$ cat config.mk
export PLATFORM = sky130hd
export DESIGN_NAME = ctrl_decode_pipe
export DESIGN_NICKNAME = d
export VERILOG_FILES = /design/src/rtl/ctrl_decode_pipe.sv
export SDC_FILE = /design/constraint.sdc
export NUM_CORES = 1
export LEC_CHECK = 0
export BUFFER_PORTS_ARGS = -buffer_cell sky130_fd_sc_hd__buf_2
export CAP_MARGIN = 40
export CORE_MARGIN = 1
export CORE_UTILIZATION = 44
export DETAILED_ROUTE_END_ITERATION = 6
export HOLD_SLACK_MARGIN = 0.02
export PLACE_DENSITY_LB_ADDON = 0.08
export SLEW_MARGIN = 25
export SYNTH_ARGS = -nofsm -noshare
export SYNTH_HDL_FRONTEND = slang
export SYNTH_SLANG_ARGS = --single-unit
$ cat constraint.sdc
create_clock -name clk -period 2.22 [get_ports clk]
set_input_delay 0.333 -clock clk [delete_from_list [all_inputs] [get_ports clk]]
set_output_delay 0.333 -clock clk [all_outputs]
set_load 0.005 [all_outputs]
$ cat src/rtl/ctrl_decode_pipe.sv
// MIPS main control decoder with built-in ID/EX control register, load-use stall and branch flush.
// Optional JAL/JALR link decoding is enabled by defining LINK_EN.
module ctrl_decode_pipe #(
    parameter int REG_ADDR_W   = 5,
    parameter int FLUSH_CYCLES = 1,
    parameter int HAZARD_EN    = 1
) (
    input  logic                  clk,
    input  logic                  rst_n,
    input  logic                  instr_valid,
    input  logic [5:0]            op_code,
    input  logic [5:0]            funct,
    input  logic [REG_ADDR_W-1:0] rs,
    input  logic [REG_ADDR_W-1:0] rt,
    input  logic                  branch_taken,
    output logic                  ex_reg_dst,
    output logic                  ex_alu_src,
    output logic                  ex_mem_to_reg,
    output logic                  ex_reg_write,
    output logic                  ex_mem_read,
    output logic                  ex_mem_write,
    output logic                  ex_branch,
    output logic                  ex_link,
    output logic [1:0]            ex_alu_op,
    output logic [REG_ADDR_W-1:0] ex_rt,
    output logic                  ex_valid,
    output logic                  ex_illegal,
    output logic                  stall_out,
    output logic                  flush_out
);

    typedef struct packed {
        logic       reg_dst;
        logic       alu_src;
        logic       mem_to_reg;
        logic       reg_write;
        logic       mem_read;
        logic       mem_write;
        logic       branch;
        logic       link;
        logic [1:0] alu_op;
        logic       illegal;
    } ctrl_t;

    typedef enum logic {RUN, FLUSH} state_t;

    localparam logic [1:0] FLUSH_M1 = 2'(FLUSH_CYCLES - 1);

    state_t                state;
    logic [1:0]            cnt;
    ctrl_t                 dec, ex_q, ex_d;
    logic [REG_ADDR_W-1:0] ex_rt_q, ex_rt_d;
    logic                  ex_valid_q, ex_valid_d;
    logic                  hazard;

    always_comb begin
        dec = '0;
        case (op_code)
            6'b000000: begin
                if (funct == 6'b000000) begin
                    dec = '0;
                end else if (funct == 6'b001000) begin
                    dec.branch = 1'b1;
                end else if (funct == 6'b001001) begin
                    dec.branch = 1'b1;
`ifdef LINK_EN
                    dec.reg_write = 1'b1;
                    dec.reg_dst   = 1'b1;
                    dec.link      = 1'b1;
`endif
                end else begin
                    dec.reg_dst   = 1'b1;
                    dec.reg_write = 1'b1;
                    dec.alu_op    = 2'b10;
                end
            end
            6'b100000, 6'b100001, 6'b100011: begin
                dec.alu_src    = 1'b1;
                dec.mem_read   = 1'b1;
                dec.reg_write  = 1'b1;
                dec.mem_to_reg = 1'b1;
            end
            6'b101000, 6'b101001, 6'b101011: begin
                dec.alu_src   = 1'b1;
                dec.mem_write = 1'b1;
            end
            6'b001000, 6'b001100, 6'b001101, 6'b001110, 6'b001010: begin
                dec.alu_src   = 1'b1;
                dec.reg_write = 1'b1;
                dec.alu_op    = 2'b11;
            end
            6'b000100, 6'b000101, 6'b000010: dec.branch = 1'b1;
`ifdef LINK_EN
            6'b000011: begin
                dec.branch    = 1'b1;
                dec.reg_write = 1'b1;
                dec.link      = 1'b1;
            end
`endif
            default: dec.illegal = 1'b1;
        endcase
    end

    // Only an in-flight load can create a use hazard; $zero never does.
    assign hazard = (HAZARD_EN != 0) && instr_valid && ex_valid_q && ex_q.mem_read &&
                    (ex_rt_q != '0) && ((ex_rt_q == rs) || (ex_rt_q == rt));

    assign flush_out = rst_n && (branch_taken || (state == FLUSH));
    assign stall_out = rst_n && !flush_out && hazard;

    always_comb begin
        ex_d       = '0;
        ex_rt_d    = '0;
        ex_valid_d = 1'b0;
        if (!flush_out && !stall_out && instr_valid) begin
            ex_d       = dec;
            ex_rt_d    = rt;
            ex_valid_d = 1'b1;
        end
    end

    always_ff @(posedge clk or negedge rst_n) begin
        if (!rst_n) begin
            state      <= RUN;
            cnt        <= '0;
            ex_q       <= '0;
            ex_rt_q    <= '0;
            ex_valid_q <= 1'b0;
        end else begin
            ex_q       <= ex_d;
            ex_rt_q    <= ex_rt_d;
            ex_valid_q <= ex_valid_d;
            // A new taken branch always restarts the bubble window.
            if (branch_taken) begin
                cnt   <= FLUSH_M1;
                state <= (FLUSH_M1 != 2'd0) ? FLUSH : RUN;
            end else if (state == FLUSH) begin
                cnt   <= cnt - 2'd1;
                state <= (cnt == 2'd1) ? RUN : FLUSH;
            end
        end
    end

    assign ex_reg_dst    = ex_q.reg_dst;
    assign ex_alu_src    = ex_q.alu_src;
    assign ex_mem_to_reg = ex_q.mem_to_reg;
    assign ex_reg_write  = ex_q.reg_write;
    assign ex_mem_read   = ex_q.mem_read;
    assign ex_mem_write  = ex_q.mem_write;
    assign ex_branch     = ex_q.branch;
    assign ex_link       = ex_q.link;
    assign ex_alu_op     = ex_q.alu_op;
    assign ex_illegal    = ex_q.illegal;
    assign ex_rt         = ex_rt_q;
    assign ex_valid      = ex_valid_q;

endmodule
==> impl_results.md <==
- Die area: 2300 um^2
- Post-synthesis cell area: 931 um^2
- Top cell family by delay on the critical path: simple AND/OR/NAND/NOR gates
- Critical path data required time: 1.89 ns
- Ordered list of cells on the worst path: or4_4, o21ai_2, nor2_1, buf_2
- Post-detailed-route via-to-cell ratio: 4.77
- DR vias: 787
- Setup TNS: 0 ns
- Final critical path time including I/O delays and setup: 1.98 ns
- Cell with the biggest individual delay on the critical path: or4_4
- Share of the clock period used by the worst path after layout: 89.4%
- Clock Skew: 0.00899 ns
- Final Net Count: 166
- Drt initial violations: 6
- GR Overflow Total: 0
- Clock-pin slew on the worst setup and hold paths: 0.10 ns
- Remaining antenna violation count after routing: 0
- Hold Crit Class: in2reg
- Antenna diodes: 0
- Cell area power density: 532 nW/um^2
- Area of all placed cells without fillers: 1210 um^2
- Synthesis-stage register bit count: 18
- Pin count of the biggest net entering global routing: 16
- Maximum operating frequency: 0.504 GHz
- Post-synthesis cell type with the largest combined area: dfrtp_1
- Mapped Cells: 92
- Proportion of synthesized chip area in sequential cells: 48.4%
- CP Launch Type: flip-flop
- Starting Density: 47.0%
- Iteration count of the initial detailed-routing pass: 4
- Wire length after detailed routing: 1.81 mm
- Synth area leaders: dfrtp_1, xor2_1, nor2_1
- Number of synthesis warnings: 0
- Total of cells resized after clock tree synthesis: 0
- Clock buffers created by TritonCTS: 3
- Count of flip-flops with a built-in enable after synthesis: 0
- Most common cell after layout, fill and taps aside: buf_2
- Post-CTS setup-driven buffer insertion count: 0
- IR Drop Worst-Case VDD: 345 uV
- Number of setup violations in the final report: 0
- Run status: complete, no violations
- Layout cells sized above 1: 39.9%
- Area added between synthesis and finish: 29.7%
- Worst path arrival time: 1.65 ns
- Main flop type after synthesis: dfrtp_1
- # clock sinks: 18
- Final count of hold timing violations: 0
- Vertical extent of the die: 48.0 um
- Bufs and invs on worst path: 1
- Half-perimeter wire length after placement: 1.46 mm
- Wire per inst: 11.0 um
- Number of distinct standard cells referenced by the synthesized netlist: 30
- Number of global-route vias before repair: 662
- H-tree depth: 1
- Synthesized netlist net count: 119
- Core region area: 1980 um^2
- Final Max Slew Viols: 0
- Critical path endpoint category: primary output
- First-pass GRT wire length: 2.78 mm
- Proportion of register bits with asynchronous set or reset after synthesis: 100%
- Row count: 16
- Count of input and output buffers: 43
- Clock tree from TritonCTS: done
- RSZ-0062 raised after global routing: false
- Post-detailed-placement cell area: 1160 um^2
- Largest stage delay on the critical path: 0.53 ns
- Syn Area/Cell: 10.1 um^2
- Most frequent cells in the layout: buf_2, nor2_1, dfrtp_1, inv_1, xor2_1
- Detailed-route DRC error count: 0
- Gp weighted congestion: 0.695
- GRT Total Usage: 17.8%
- Critical Path Fanout Max: 4
- Antenna violations before repair: 0
- Number of top-level pins: 45
- Root cell of the clock tree: clkbuf_4
- Total leakage power: 0.678 nW
- Clock latency on the worst-skew pair: 0.28 ns
- Yosys top cell area share: 48.4%
- Die span in x: 48.0 um
- Type of the setup path with the least slack: reg2out
- # Max-Cap Violations: 0
- Largest buffer count on any clock path: 2
## worst paths after layout
path / from / end / slack, ns / cells past startpoint
setup / recovery: ex_rt[2] / stall_out / 0.24 / 4
hold / removal: branch_taken / cnt[0] / 0.24 / 2
setup reg to reg: ex_rt[2] / ex_illegal / 0.43 / 4
hold reg to reg: cnt[1] / cnt[1] / 0.54 / 2
max in group asynchronous: rst_n / ex_mem_read / 1.41 / 3
min in group asynchronous: rst_n / state / 0.41 / 2
## cell type report
cell class                      instances  area (um^2)
Fill cell                             207          774
Sequential cell                        18          450
Multi-Input combinational cell         60          413
Timing Repair Buffer                   45          233
Inverter                               11         41.3
Clock buffer                            4         36.3
Tap cell                               27         33.8
## timing repair
item | CTS | global route
endpoints found under the setup margin | 0 | 0
hold endpoints to repair | 6 | 0
hold buffers | 1 | 0
## sequential cells by signal, indices dropped and copies added (netlist names)
| name | count |
|---|---|
| ex_rt | 5 |
| cnt | 2 |
| ex_alu_op | 2 |
| ex_alu_src | 1 |
| ex_branch | 1 |
| ex_illegal | 1 |
| ex_mem_read | 1 |
| ex_mem_write | 1 |
| ex_reg_dst | 1 |
| ex_reg_write | 1 |
| ex_valid | 1 |
| state | 1 |
## through the flow
| stage | hold WS (ns) | std cells | setup WS (ns) | total power [mW] | utilization [%] |
|---|---|---|---|---|---|
| floorplan | 0.0374 | 92 | 0.603 | 0.404 | - |
| global placement | 0.178 | 160 | 0.501 | 0.453 | 58.6 |
| detailed placement | 0.179 | 160 | 0.479 | 0.455 | 58.6 |
| CTS | 0.231 | 165 | 0.220 | 0.653 | 60.9 |
| global route | 0.235 | 165 | 0.127 | 0.679 | 60.9 |
| finish | 0.238 | 165 | 0.235 | 0.642 | 60.9 |
## where the power goes
group          leakage, nW  internal (mW)  switching [mW]  total [mW]
logic                0.413         0.0490          0.0541       0.103
registers            0.244          0.337         0.00865       0.346
clock network       0.0210         0.0997          0.0936       0.193
total                0.678          0.486           0.156       0.642
## per-layer routing
layer / up-vias / routed length (um) / GRT usage (%)
met4: 0 / 13 / 8.89
met5: - / 0 / 0
met3: 2 / 82 / 3.77
met2: 25 / 914 / 29.2
met1: 368 / 798 / 22.2
li1: 392 / - / -
## synth_stat cells (all sizes together), types with 2 or more instances
cell type / instances
nand4: 2
a22oi: 2
nor3: 4
o211ai: 2
nor2: 18
or4: 2
buf: 3
inv: 11
a21oi: 3
nand2: 3
xor2: 10
dfrtp: 18
## logic make-up (layout without fill, tap and decap cells)
logic type      after synthesis  count (layout)  synth area share, %
buf+inv                      14              60                 7.26
flops                        18              18                 48.4
mux                           1               1                 1.08
fa+ha+maj                     1               1                 1.34
other cells                   1               1                0.403
simple gates                 35              35                 19.5
compound gates               11              11                 11.7
xor+xnor                     11              11                 10.3
Power figures use the tool's default switching activity.
